File: src/rtl/lector_destinos_if.sv
// Bus between the destination reader and its two destination FIFOs.
// master = reader side (issues pops, produces rx results); slave = FIFO/consumer side.
interface lector_destinos_if #(
  parameter int BW = 6,
  parameter int CW = 8
);
  logic          en;
  logic          empty_d0;
  logic          empty_d1;
  logic [BW-1:0] data_out0;
  logic [BW-1:0] data_out1;
  logic          pop_D0;
  logic          pop_D1;
  logic [BW-1:0] data_rx;
  logic          valid_rx;
  logic          dest_rx;
  logic [CW-1:0] rx_count_d0;
  logic [CW-1:0] rx_count_d1;
  logic [3:0]    err_count;
  logic          error_out;
  logic          idle_out;

  modport master (
    input  en, empty_d0, empty_d1, data_out0, data_out1,
    output pop_D0, pop_D1, data_rx, valid_rx, dest_rx,
           rx_count_d0, rx_count_d1, err_count, error_out, idle_out
  );

  modport slave (
    output en, empty_d0, empty_d1, data_out0, data_out1,
    input  pop_D0, pop_D1, data_rx, valid_rx, dest_rx,
           rx_count_d0, rx_count_d1, err_count, error_out, idle_out
  );
endinterface

File: src/rtl/lector_destinos.sv
// Round-robin reader for two destination FIFOs: pops, delivers words two cycles
// later, counts words per source and flags words whose destination bit disagrees.
module lector_destinos #(
  parameter int BW       = 6,
  parameter int CW       = 8,
  parameter int DEST_BIT = 4
) (
  input  logic               clk,
  input  logic               reset,
  lector_destinos_if.master  bus
);
  typedef enum logic {IDLE = 1'b0, ACTIVE = 1'b1} state_t;

  state_t        state_q;
  logic          rr_q;          // 0: D0 wins the next tie, 1: D1 wins
  logic          p1_valid_q;
  logic          p1_src_q;
  logic [BW-1:0] data_rx_q;
  logic          valid_rx_q;
  logic          dest_rx_q;
  logic [CW-1:0] cnt0_q;
  logic [CW-1:0] cnt1_q;
  logic [3:0]    err_q;
  logic          error_q;
  logic          idle_q;

  logic          go_active;
  logic          pop0;
  logic          pop1;
  logic [BW-1:0] sel_data;
  logic          mismatch;

  assign go_active = bus.en && (!bus.empty_d0 || !bus.empty_d1);

  always_comb begin
    pop0 = 1'b0;
    pop1 = 1'b0;
    if (state_q == ACTIVE && bus.en) begin
      if (!bus.empty_d0 && !bus.empty_d1) begin
        pop0 = !rr_q;
        pop1 = rr_q;
      end else begin
        pop0 = !bus.empty_d0;
        pop1 = !bus.empty_d1;
      end
    end
  end

  // FIFO read data arrives one cycle after the pop; the source is remembered alongside
  assign sel_data = p1_src_q ? bus.data_out1 : bus.data_out0;
  assign mismatch = (sel_data[DEST_BIT] != p1_src_q);

  always_ff @(posedge clk or posedge reset) begin
    if (reset) begin
      state_q    <= IDLE;
      rr_q       <= 1'b0;
      p1_valid_q <= 1'b0;
      p1_src_q   <= 1'b0;
      data_rx_q  <= '0;
      valid_rx_q <= 1'b0;
      dest_rx_q  <= 1'b0;
      cnt0_q     <= '0;
      cnt1_q     <= '0;
      err_q      <= '0;
      error_q    <= 1'b0;
      idle_q     <= 1'b1;
    end else begin
      case (state_q)
        IDLE:    if (go_active)  state_q <= ACTIVE;
        ACTIVE:  if (!go_active) state_q <= IDLE;
        default: state_q <= IDLE;
      endcase

      if (pop0)      rr_q <= 1'b1;
      else if (pop1) rr_q <= 1'b0;

      p1_valid_q <= pop0 || pop1;
      if (pop0 || pop1) p1_src_q <= pop1;

      valid_rx_q <= p1_valid_q;
      if (p1_valid_q) begin
        data_rx_q <= sel_data;
        dest_rx_q <= p1_src_q;
        if (!p1_src_q && cnt0_q != {CW{1'b1}}) cnt0_q <= cnt0_q + CW'(1);
        if (p1_src_q && cnt1_q != {CW{1'b1}})  cnt1_q <= cnt1_q + CW'(1);
        if (mismatch) begin
          error_q <= 1'b1;
          if (err_q != 4'hF) err_q <= err_q + 4'd1;
        end
      end

      // Idle next cycle only if the FSM lands in IDLE and nothing was popped now
      idle_q <= !go_active && !(pop0 || pop1);
    end
  end

  assign bus.pop_D0      = pop0;
  assign bus.pop_D1      = pop1;
  assign bus.data_rx     = data_rx_q;
  assign bus.valid_rx    = valid_rx_q;
  assign bus.dest_rx     = dest_rx_q;
  assign bus.rx_count_d0 = cnt0_q;
  assign bus.rx_count_d1 = cnt1_q;
  assign bus.err_count   = err_q;
  assign bus.error_out   = error_q;
  assign bus.idle_out    = idle_q;
endmodule

File: src/flat_wrapper.sv
// flat-port wrapper written by rule: the top's interface ports become plain ports
module lector_destinos_flat 
#(
  parameter int BW       = 6,
  parameter int CW       = 8,
  parameter int DEST_BIT = 4
)
  (clk, reset, bus_en, bus_empty_d0, bus_empty_d1, bus_data_out0, bus_data_out1, bus_pop_D0, bus_pop_D1, bus_data_rx, bus_valid_rx, bus_dest_rx, bus_rx_count_d0, bus_rx_count_d1, bus_err_count, bus_error_out, bus_idle_out);
  lector_destinos_if #(.BW(BW), .CW(CW)) bus_i ();
  input  logic clk;
  input  logic reset;
  input wire logic [$bits(bus_i.en)-1:0] bus_en;
  input wire logic [$bits(bus_i.empty_d0)-1:0] bus_empty_d0;
  input wire logic [$bits(bus_i.empty_d1)-1:0] bus_empty_d1;
  input wire logic [$bits(bus_i.data_out0)-1:0] bus_data_out0;
  input wire logic [$bits(bus_i.data_out1)-1:0] bus_data_out1;
  output wire logic [$bits(bus_i.pop_D0)-1:0] bus_pop_D0;
  output wire logic [$bits(bus_i.pop_D1)-1:0] bus_pop_D1;
  output wire logic [$bits(bus_i.data_rx)-1:0] bus_data_rx;
  output wire logic [$bits(bus_i.valid_rx)-1:0] bus_valid_rx;
  output wire logic [$bits(bus_i.dest_rx)-1:0] bus_dest_rx;
  output wire logic [$bits(bus_i.rx_count_d0)-1:0] bus_rx_count_d0;
  output wire logic [$bits(bus_i.rx_count_d1)-1:0] bus_rx_count_d1;
  output wire logic [$bits(bus_i.err_count)-1:0] bus_err_count;
  output wire logic [$bits(bus_i.error_out)-1:0] bus_error_out;
  output wire logic [$bits(bus_i.idle_out)-1:0] bus_idle_out;
  assign bus_i.en = bus_en;
  assign bus_i.empty_d0 = bus_empty_d0;
  assign bus_i.empty_d1 = bus_empty_d1;
  assign bus_i.data_out0 = bus_data_out0;
  assign bus_i.data_out1 = bus_data_out1;
  assign bus_pop_D0 = bus_i.pop_D0;
  assign bus_pop_D1 = bus_i.pop_D1;
  assign bus_data_rx = bus_i.data_rx;
  assign bus_valid_rx = bus_i.valid_rx;
  assign bus_dest_rx = bus_i.dest_rx;
  assign bus_rx_count_d0 = bus_i.rx_count_d0;
  assign bus_rx_count_d1 = bus_i.rx_count_d1;
  assign bus_err_count = bus_i.err_count;
  assign bus_error_out = bus_i.error_out;
  assign bus_idle_out = bus_i.idle_out;
  lector_destinos #(.BW(BW), .CW(CW), .DEST_BIT(DEST_BIT)) u_core (.clk(clk), .reset(reset), .bus(bus_i));
endmodule
File: config.mk
export PLATFORM = sky130hd
export DESIGN_NAME = lector_destinos_flat
export DESIGN_NICKNAME = d
export VERILOG_FILES = /design/src/rtl/lector_destinos_if.sv /design/src/rtl/lector_destinos.sv /design/src/flat_wrapper.sv
export SDC_FILE = /design/constraint.sdc
export NUM_CORES = 1
export LEC_CHECK = 0
export ABC_AREA = 1
export ABC_CLOCK_PERIOD_IN_PS = 1400
export CAP_MARGIN = 10
export CORE_MARGIN = 2
export CORE_UTILIZATION = 47
export CTS_BUF_LIST = sky130_fd_sc_hd__clkbuf_16
export DETAILED_ROUTE_END_ITERATION = 6
export PLACE_DENSITY_LB_ADDON = 0.2
export SYNTH_ARGS = -nofsm -noshare
export SYNTH_HDL_FRONTEND = slang
export SYNTH_SLANG_ARGS = --single-unit
File: constraint.sdc
create_clock -name clk -period 1.4 [get_ports clk]
set_input_delay 0.14 -clock clk [delete_from_list [all_inputs] [get_ports clk]]
set_output_delay 0.14 -clock clk [all_outputs]
set_load 0.02 [all_outputs]
After elaboration in Yosys (flattened, before gate mapping)
Cells that the tools add are included.
{"block": "word_totals", "register_bits": 34, "output_inout_bits": 32, "word_cells": 46}
{"block": "classes", "addsub": 3, "n_eq_ne": 4, "n_mux": 8, "n_reduce_logical": 19}
{"op": "$add 8x1->8 const B", "n": 2}
{"op": "$ne 8x8->1 const B", "n": 2}
{"op": "$mux 1", "n": 7}
{"op": "$logic_and 1x1->1", "n": 6}
{"op": "$logic_not 1->1", "n": 6}
{"op": "$mux 6", "n": 1}
{"op": "$reduce_and 2->1", "n": 3}
{"op": "$add 4x1->4 const B", "n": 1}
{"op": "$ne 4x4->1 const B", "n": 1}
{"op": "$reduce_and 3->1", "n": 1}
{"op": "$logic_or 1x1->1", "n": 2}
{"op": "$reduce_bool 2->1", "n": 1}
{"op": "$ne 1x1->1", "n": 1}

Logic depth before layout (Yosys ltp)
Gate-level depths: netlist of run 1.
{"block": "depth", "depth_word": 7, "depth_mapped": 8, "depth_no_buf": 8}

Least setup slack after synthesis of run 1
No wires, ideal clock.
{"block": "synth_timing", "path_kind": "reg2reg", "start": "register u_core.cnt1_q[1] (netlist: u_core.bus.rx_count_d1[1])", "end": "register u_core.cnt1_q[1] (netlist: u_core.bus.rx_count_d1[1])", "setup_time_ns": 0.117, "t_arrival_ns": 1.227, "path_slack_ns": 0.057, "stages_incl_launch_ff": 9, "path_buffers": 0, "synth_period_minus_slack_ns": 1.343, "path_cell_list": "dfrtp_1 -> ha_1 -> nand2_1 -> inv_1 -> nand3_2 -> nand2_4 -> inv_2 -> nand2_1 -> nand2_1"}
{"block": "synth_via", "elab_chain_len": 3, "word_cells_on_any_way": 4, "cone_classes": "add/sub (1); eq/ne (1); reduce/logical (2)"}
{"element": "start, declared", "line_no": "lector_destinos.sv:22", "rtl": "logic [CW-1:0] cnt1_q;"}
{"element": "start signal, assigned", "line_no": "lector_destinos.sv:85", "rtl": "if (p1_src_q && cnt1_q != {CW{1'b1}}) cnt1_q <= cnt1_q + CW'(1);"}
{"element": "branches (longest 3 deep; another with $add 8x1->8)"}
Several ways; the timed one is not identified.
A chain may end at the register's enable or synchronous reset.

Worst setup path in the final report of run 1
{"block": "layout_timing", "start": "register u_core.data_rx_q[1] (netlist: u_core.bus.data_rx[1])", "end": "output bus_data_rx[1]"}
{"element": "start, declared", "line_no": "lector_destinos.sv:18", "rtl": "logic [BW-1:0] data_rx_q;"}
{"element": "start signal, assigned", "line_no": "lector_destinos.sv:82", "rtl": "data_rx_q <= sel_data;"}
{"element": "end, declared", "line_no": "flat_wrapper.sv:19", "rtl": "output wire logic [$bits(bus_i.data_rx)-1:0] bus_data_rx;"}
No word-level cell between the ends.

==> impl_metrics.json, run 1 <==
{
  "final_cells": 326,
  "max_stage_delay_ns": 0.61,
  "grt.total_usage_pct": 19.43,
  "min_period_ns": 1.383,
  "die_area_sq_um": 4126,
  "r2r-start": "u_core.bus.rx_count_d1[0]",
  "clk_latency_ns": 0.27,
  "synth_area_leaders": "dfrtp_1 (48%), nand2_1 (21%), nand3_1 (5.0%), inv_1 (4.4%), ha_1 (2.2%)",
  "cpMaxStageDelayCell": "clkdlybuf4s50_1",
  "fin_worst_skew_ns": 0.004214,
  "n_antenna_cell": 0,
  "setup_viol": 0,
  "grt_overflow": 0,
  "period_share_pct": 98.75,
  "die_x_um": 64.24,
  "drc": 0,
  "nNetsFinal": 299,
  "clock-sinks": 34,
  "p_per_area_nw_per_um2": 1485,
  "drive_above_1_share_pct": 11.79,
  "slew_viol_final": 0,
  "critPathBufInv": 1,
  "crit_family": "buffers and inverters",
  "area_growth_pct": 43.07,
  "n_fill_cell": 279,
  "post_synth.cell_area_avg_sq_um": 7.932,
  "p_leak_nw": 1.323,
  "cts-root-buf": "clkbuf_16",
  "arrival_ns": 1.24,
  "place_area_sq_um": 2308,
  "cts_made_buffers": 5,
  "die_y_um": 64.24,
  "antenna_left": 0,
  "status": "complete, no violations",
  "wl_um": 3714,
  "ys.flop_type": "dfrtp_1",
  "netlist_top_cells_count": "nand2_1 (96), dfrtp_1 (33), inv_1 (20), nand3_1 (17), nor2_1 (9)",
  "synth_top_area_cell": "dfrtp_1",
  "critPathLaunchType": "flip-flop",
  "worstMarginPinSlew_ns": 0.3281,
  "pin_count": 49,
  "synth_edf_count": 0,
  "yosys.cell_types.count": 22,
  "maxSlewHeadroom_pct": 78.12,
  "htree_levels": 2,
  "max_freq_mhz": 723.3,
  "vias": 1573,
  "viasPerCell": 4.825,
  "worstHoldPathType": "input port to async pin",
  "multiInputGateArea_sq_um": 775.7,
  "fin_area_sq_um": 2440,
  "drt-pass1-iter-count": 4,
  "grt_pass1_wl_um": 6175,
  "dpl.cell_count": 316,
  "yosysMostFrequentCell": "nand2_1",
  "syn_nets": 235,
  "crit_type": "flip-flop to primary output",
  "synth_area_sq_um": 1705,
  "finalPower_w": 0.003624,
  "antenna_found_initial": 0,
  "cp_cell_sequence": "clkdlybuf4s50_1",
  "hold_violations": 0,
  "synth_top_area_share_pct": 48.42,
  "grt_pass1_vias": 1416,
  "rr_endpoint": "u_core.bus.rx_count_d1[1]",
  "cts_tree": "built",
  "io_buffers": 48,
  "ys_async_sr_fraction_pct": 100.0,
  "num_rows": 21,
  "grt_max_degree": 33,
  "ir_worst_vdd_v": 0.0008181,
  "cp_max_fo": 2,
  "seq_area_frac_synth_pct": 49.96,
  "cp-end-kind": "primary output",
  "dp_hpwl_um": 2603,
  "gp_congestion": 0.8066,
  "routedWlPerCell_um": 11.39,
  "drtIter0Drc": 58,
  "synth_cells": 215,
  "core-area_sq_um": 3416,
  "postCtsHoldBufs": 0,
  "maxCapViolations": 0,
  "ys_ff_latch": 34,
  "reg2reg_depth": 8,
  "start_util_pct": 49.93,
  "worst-r2r-setup-slack_ns": 0.11,
  "regArea_sq_um": 852.1,
  "synth_warnings": 0,
  "required_ns": 1.26,
  "clkTransAtPathRegs_ns": 0.05,
  "clockBufferDepth": 2
}
## per-layer routing
| metal | GRT usage [%] | part of all wire, % |
|---|---|---|
| met1 | 23.38 | 44 |
| met4 | 6.649 | 1.2 |
| met5 | 0 | 0 |
| met3 | 6.514 | 6.6 |
| met2 | 32.55 | 48 |
## layout make-up
cell class	instances	share of cell area [%]
well taps	46	2.359
clock buffers	5	5.128
repair buffers	56	21.59
flip-flops and latches	34	34.92
clock inverters	3	0.4615
inverters	24	3.744
multi-input cells	158	31.79
## through the flow
stage,setup TNS [ns],hold slack [ns],worst slack (ns),util [%]
6_report,0,0.05552,0.01750,71.43
5_1_grt,-0.0006298,0.06713,-0.0006298,71.43
3_5_place_dp,-0.5498,0.3342,-0.3064,67.58
3_3_place_gp,-0.4751,0.3364,-0.2442,67.58
4_1_cts,0,0.05352,0.008627,70.81
2_1_floorplan,0,0.1997,0.05684,-
## how the worst max path moves through the flow
stage | from | to | slack [ns] | cells after the start
final | u_core.bus.data_rx[1] | bus_data_rx[1] | 0.02 | 1
after global routing | u_core.bus.rx_count_d1[0] | u_core.bus.rx_count_d1[7] | -0.0006 | 8
after CTS | u_core.bus.data_rx[5] | bus_data_rx[5] | 0.009 | 1
after detailed placement | bus_empty_d0 | bus_pop_D1 | -0.31 | 6
after global placement | bus_empty_d0 | bus_pop_D1 | -0.24 | 6
after floorplan | u_core.bus.rx_count_d1[1] | u_core.bus.rx_count_d1[1] | 0.06 | 8
## where the power goes
part / internal (W) / total, W / switching [W]
clock network: 0.000638 / 0.00101 / 0.000375
logic: 0.000547 / 0.00121 / 0.000663
registers: 0.00120 / 0.00140 / 0.000202
## state kept, by name, indices dropped and copies added (netlist names)
name	cells
u_core.bus.rx_count_d0	8
u_core.bus.rx_count_d1	8
u_core.bus.data_rx	6
u_core.bus.err_count	4
u_core.bus.dest_rx	1
u_core.bus.error_out	1
u_core.bus.idle_out	1
u_core.bus.valid_rx	1
u_core.p1_src_q	1
u_core.p1_valid_q	1
u_core.rr_q	1
u_core.state_q	1
## cells by family after synthesis
logic type      count (synthesis)  synth area share [%]
xor+xnor                        7                 3.595
simple gates                  137                 35.58
compound gates                 10                 3.302
buf+inv                        24                 5.355
flops                          34                 49.96
fa+ha+maj                       3                 2.201
## repair_timing
| item | CTS | global route |
|---|---|---|
| pin swaps | 0 | 1 |
| endpoints found under the setup margin | 23 | 13 |
| resized for setup | 25 | 10 |
| setup buffers | 0 | 1 |
| gates cloned | 0 | 1 |
| endpoints found under the hold margin | 0 | 0 |
## cell usage in the layout, fill, tap and decap left out, types with 3 or more instances in the layout
master	count
inv_2	4
nor2_1	9
buf_4	7
clkbuf_16	5
dfrtp_1	33
nand3b_1	4
xnor2_1	3
dlygate4sd2_1	21
nand3_1	17
clkdlybuf4s50_1	21
nand2_1	96
xor2_1	4
nand2_4	4
inv_1	22
dlymetal6s2s_1	4
o21ai_0	6
(Power assumes the default switching activity.)
==> run 2: changes to the inputs <==
--- a/config.mk
+++ b/config.mk
@@ -6,10 +6,9 @@
 export NUM_CORES = 1
 export LEC_CHECK = 0
 export ABC_AREA = 1
-export ABC_CLOCK_PERIOD_IN_PS = 1400
-export CAP_MARGIN = 10
+export ABC_CLOCK_PERIOD_IN_PS = 1700
 export CORE_MARGIN = 2
-export CORE_UTILIZATION = 47
+export CORE_UTILIZATION = 51
 export CTS_BUF_LIST = sky130_fd_sc_hd__clkbuf_16
 export DETAILED_ROUTE_END_ITERATION = 6
 export PLACE_DENSITY_LB_ADDON = 0.2
==> constraint.sdc (replaced) <==
create_clock -name clk -period 1.7 [get_ports clk]
set_input_delay 0.17 -clock clk [delete_from_list [all_inputs] [get_ports clk]]
set_output_delay 0.17 -clock clk [all_outputs]
set_load 0.02 [all_outputs]
==> run 2 against run 1 <==
Against the previous run: largest power group unchanged; largest cell class unchanged; first-iteration DRC count is 69% higher; critical endpoint is now bus_idle_out; sequential share of layout area is 0.84 points higher; highest routed layer unchanged; via count is 3.7% lower.
==> impl_metrics.json, run 2 (synthesis gave the netlist of run 1 again) <==
{
  "area_growth_pct": 39.69,
  "wl_um": 3612,
  "final_common_cell": "nand2_1",
  "num_rows": 20,
  "slew_viol_final": 0,
  "pre_cts_ws_ns": -0.06717,
  "io_buffers": 48,
  "maxCapViolations": 0,
  "critPathLaunchType": "flip-flop",
  "die_y_um": 61.83,
  "worstHoldPathType": "input port to async pin",
  "die_x_um": 61.83,
  "rsz0062_at_grt": "false",
  "critPathBufInv": 1,
  "cpMaxStageDelayCell": "clkdlybuf4s50_1",
  "antenna_found_initial": 0,
  "grt_max_degree": 35,
  "routedWlPerCell_um": 11.43,
  "clk_latency_ns": 0.28,
  "vias": 1515,
  "cts_tree": "built",
  "drive_above_1_share_pct": 7.721,
  "place_area_sq_um": 2248,
  "grt_overflow": 0,
  "cts_made_buffers": 5,
  "arrival_ns": 1.38,
  "cp_cell_sequence": "clkdlybuf4s50_1",
  "n_antenna_cell": 0,
  "p_leak_nw": 1.171,
  "required_ns": 1.53,
  "max_freq_mhz": 646.8,
  "min_period_ns": 1.546,
  "postCtsHoldBufs": 0,
  "status": "complete, no violations",
  "die_area_sq_um": 3822,
  "drt-pass1-iter-count": 4,
  "grt.total_usage_pct": 21.90,
  "antenna_left": 0,
  "clock-sinks": 34,
  "setup_viol": 0,
  "cp-end-kind": "primary output",
  "drtIter0Drc": 98,
  "n_fill_cell": 227,
  "clkTransAtPathRegs_ns": 0.05,
  "start_util_pct": 54.52,
  "nNetsFinal": 291,
  "postCtsSetupBuffers": 0,
  "clockBufferDepth": 2,
  "worstMarginPinSlew_ns": 0.4148,
  "crit_type": "flip-flop to primary output",
  "period_share_pct": 90.95,
  "postCtsResizedCells": 2,
  "gp_congestion": 0.7918,
  "p_per_area_nw_per_um2": 1264,
  "fin_util_pct": 76.16,
  "hold_violations": 0,
  "worst_slack_ns": 0.1539,
  "cp_max_fo": 1,
  "dp_hpwl_um": 2562,
  "core-area_sq_um": 3128,
  "maxSlewHeadroom_pct": 72.35,
  "viasPerCell": 4.794,
  "pin_count": 49,
  "htree_levels": 2,
  "drc": 0,
  "layout_common_cells": "nand2_1 (96), clkdlybuf4s50_1 (46), dfrtp_1 (33)",
  "ir_worst_vdd_v": 0.0007988,
  "fin_area_sq_um": 2382,
  "cts-root-buf": "clkbuf_16",
  "crit_family": "buffers and inverters",
  "grt_pass1_vias": 1399,
  "grt_pass1_wl_um": 6078,
  "fin_worst_skew_ns": 0.004162,
  "max_stage_delay_ns": 0.59
}
-- run 2: changes by cell type in the layout (fill, tap and decap cells not counted) --
| cell | delta |
|---|---|
| nand2_4 | -1 |
| ha_2 | -1 |
| buf_2 | -1 |
| clkdlybuf4s50_1 | +25 |
| buf_4 | -6 |
| dlygate4sd2_1 | -19 |
| inv_2 | -1 |
| dlymetal6s2s_1 | -4 |
| clkbuf_2 | -1 |
| inv_1 | -2 |
| ha_1 | +1 |
| clkinv_1 | +3 |
| buf_12 | -1 |
-- run 2: worst register-to-register path: cells and delay by family, from the launching register on --
family | cells | cell delay (ns)
adders and majority gates | 1 | 0.23
buffers and inverters | 2 | 0.14
DFF | 1 | 0.42
and+or+nand+nor | 5 | 0.49
-- run 2: layout make-up --
type	count	area, sq um	area share, %
Inverter	24	91.34	3.834
Multi-Input combinational cell	157	762.0	31.99
Timing Repair Buffer	49	485.5	20.38
Tap cell	44	55.05	2.311
Clock buffer	5	125.1	5.252
Sequential cell	34	852.1	35.77
Clock inverter	3	11.26	0.4727
-- run 2: path summary, 6_finish.rpt --
path                                                 from                   endpoint  slack (ns)  cells past startpoint
min in group clk                        u_core.p1_valid_q        u_core.bus.valid_rx        0.42                      0
worst min-delay path                                reset             u_core.state_q        0.30                      3
worst max register to register  u_core.bus.rx_count_d0[0]  u_core.bus.rx_count_d0[4]        0.31                      8
max in group asynchronous                           reset        u_core.bus.idle_out        1.08                      3
worst min register to register          u_core.p1_valid_q        u_core.bus.valid_rx        0.42                      0
worst max-delay path                  u_core.bus.idle_out               bus_idle_out        0.15                      1
-- run 2: report_power, final --
part,leakage (nW),internal (W),total (W),switching (W)
sequential,0.434,0.000986,0.00119,0.000204
clock,0.0663,0.000526,0.000838,0.000312
combinational,0.671,0.000478,0.000984,0.000507
total,1.17,0.00199,0.00301,0.00102
-- run 2: layer usage --
layer | wire [um] | up-vias | share of wire [%] | GRT usage, %
met3 | 181 | 8 | 5.0 | 7.246
met4 | 46 | 0 | 1.3 | 7.295
met2 | 1777 | 41 | 49 | 35.79
met1 | 1608 | 682 | 45 | 27.52
met5 | 0 | - | 0 | 0
li1 | - | 784 | - | -
-- run 2: metrics by stage --
step	instances	hold WS, ns	total power (W)	TNS (ns)
floorplan	215	0.2297	0.001710	0
global placement	308	0.4004	0.002157	-0.03091
detailed placement	308	0.4045	0.002173	-0.07643
CTS	316	0.3252	0.003022	0
global route	316	0.3413	0.003192	0
finish	316	0.3000	0.003012	0
==> run 3: changes to the inputs <==
--- a/config.mk
+++ b/config.mk
@@ -6,7 +6,8 @@
 export NUM_CORES = 1
 export LEC_CHECK = 0
 export ABC_AREA = 1
-export ABC_CLOCK_PERIOD_IN_PS = 1700
+export ABC_CLOCK_PERIOD_IN_PS = 1800
+export CAP_MARGIN = 30
 export CORE_MARGIN = 2
 export CORE_UTILIZATION = 51
 export CTS_BUF_LIST = sky130_fd_sc_hd__clkbuf_16
==> constraint.sdc (replaced) <==
create_clock -name clk -period 1.8 [get_ports clk]
set_input_delay 0.18 -clock clk [delete_from_list [all_inputs] [get_ports clk]]
set_output_delay 0.18 -clock clk [all_outputs]
set_load 0.02 [all_outputs]
==> run 3 against run 2 <==
Against the previous run: core utilization is 0.28 points higher; final cell count unchanged; clock power is 4.9% lower; final area up 0.37%.
==> impl_metrics.json, run 3 (synthesis gave the netlist of run 1 again) <==
{
  "status": "complete, no violations",
  "rsz0062_at_grt": "false",
  "grt_overflow": 0,
  "setup-tns-final_ns": 0,
  "critical_path_depth": 1,
  "cp-end-kind": "primary output",
  "finalPower_w": 0.002869,
  "start_util_pct": 54.52,
  "postCtsSetupBuffers": 0,
  "postCtsHoldBufs": 0,
  "clockBufferDepth": 2,
  "drtIter0Drc": 112,
  "crit_path_start": "u_core.bus.rx_count_d1[3]",
  "grt.total_usage_pct": 23.03,
  "die_y_um": 61.83,
  "fin_worst_skew_ns": 0.003846,
  "maxSlewHeadroom_pct": 72.45,
  "gp_congestion": 0.7800,
  "min_period_ns": 1.580,
  "layout_common_cells": "nand2_1 (96), clkdlybuf4s50_1 (46), dfrtp_1 (33)",
  "io_buffers": 48,
  "die_x_um": 61.83,
  "grt_pass1_wl_um": 6403,
  "ir_worst_vdd_v": 0.0008808,
  "postCtsResizedCells": 0,
  "hold_violations": 0,
  "cts_made_buffers": 5,
  "num_rows": 20,
  "rr_endpoint": "u_core.bus.rx_count_d0[5]",
  "required_ns": 1.62,
  "area_growth_pct": 40.21,
  "die_area_sq_um": 3822,
  "core-area_sq_um": 3128,
  "critPathCapture": "bus_rx_count_d1[3]",
  "max_freq_mhz": 632.9,
  "place_area_sq_um": 2248,
  "vias": 1575,
  "setup_viol": 0,
  "cp_max_fo": 6,
  "clock-sinks": 34,
  "cp_cell_sequence": "clkdlybuf4s50_1",
  "grt_max_degree": 35,
  "clk_latency_ns": 0.28,
  "worstHoldPathType": "input port to async pin",
  "nNetsFinal": 291,
  "clkTransAtPathRegs_ns": 0.05,
  "crit_type": "flip-flop to primary output",
  "max_stage_delay_ns": 0.66,
  "wl_um": 3949,
  "viasPerCell": 4.984,
  "worstMarginPinSlew_ns": 0.4132,
  "drc": 0,
  "cts-root-buf": "clkbuf_16",
  "pin_count": 49,
  "antenna_left": 0,
  "routedWlPerCell_um": 12.50,
  "grt_pass1_vias": 1466,
  "dp_hpwl_um": 2604,
  "crit_family": "buffers and inverters",
  "period_share_pct": 87.78,
  "critPathLaunchType": "flip-flop",
  "htree_levels": 2,
  "final_common_cell": "nand2_1",
  "critPathBufInv": 1,
  "p_leak_nw": 1.203,
  "cts_tree": "built",
  "n_antenna_cell": 0,
  "arrival_ns": 1.40,
  "antenna_found_initial": 0,
  "drive_above_1_share_pct": 8.088,
  "maxCapViolations": 0,
  "cpMaxStageDelayCell": "clkdlybuf4s50_1",
  "reg2reg_depth": 8,
  "fin_area_sq_um": 2391,
  "drt-pass1-iter-count": 5,
  "worst-r2r-setup-slack_ns": 0.32,
  "slew_viol_final": 0,
  "p_per_area_nw_per_um2": 1200,
  "r2r-start": "u_core.bus.rx_count_d0[0]"
}
-- run 3: cell types whose count changed in the layout (fill, tap and decap cells not counted), sizes merged --
cell	previous run	this run
clkinv	4	3
dlygate4sd2	2	0
dlymetal6s2s	0	2
inv	23	24
-- run 3: through the flow --
stage / std cells / util, % / setup WS [ns] / hold slack [ns]
after floorplan: 215 / - / 0.4568 / 0.2397
after global placement: 308 / 71.88 / 0.04885 / 0.3992
after detailed placement: 308 / 71.88 / 0.03282 / 0.4009
after CTS: 316 / 76.28 / 0.03413 / 0.3091
after global routing: 316 / 76.44 / 0.1900 / 0.3310
final: 316 / 76.44 / 0.2199 / 0.2933
-- run 3: how the worst min path moves through the flow --
stage	startpoint	endpoint	slack, ns	depth (start not counted)
6_report	reset	u_core.bus.rx_count_d1[2]	0.29	3
5_1_grt	reset	u_core.bus.rx_count_d1[0]	0.33	3
4_1_cts	reset	u_core.bus.rx_count_d0[1]	0.31	3
3_5_place_dp	u_core.p1_valid_q	u_core.bus.valid_rx	0.40	0
3_3_place_gp	u_core.p1_valid_q	u_core.bus.valid_rx	0.40	0
2_1_floorplan	bus_en	u_core.bus.idle_out	0.24	1
-- run 3: power breakdown --
part | internal, W | total [W] | switching [W]
Combinational | 0.000450 | 0.000943 | 0.000493
Sequential | 0.000931 | 0.00113 | 0.000198
Clock | 0.000499 | 0.000797 | 0.000298
-- run 3: routing by layer --
layer | part of all wire, % | global-route usage, %
met4 | 1.4 | 10.64
met2 | 50 | 39.25
met3 | 5.2 | 5.176
met5 | 0 | 0
met1 | 44 | 27.73
-- run 3: layout make-up --
cell class / instances / area [sq um]
clock buffers: 5 / 125.1
clock inverters: 3 / 12.51
fillers: 237 / 737.0
inverters: 24 / 91.34
multi-input cells: 157 / 762.0
flip-flops and latches: 34 / 852.1
well taps: 44 / 55.05
repair buffers: 49 / 493.0
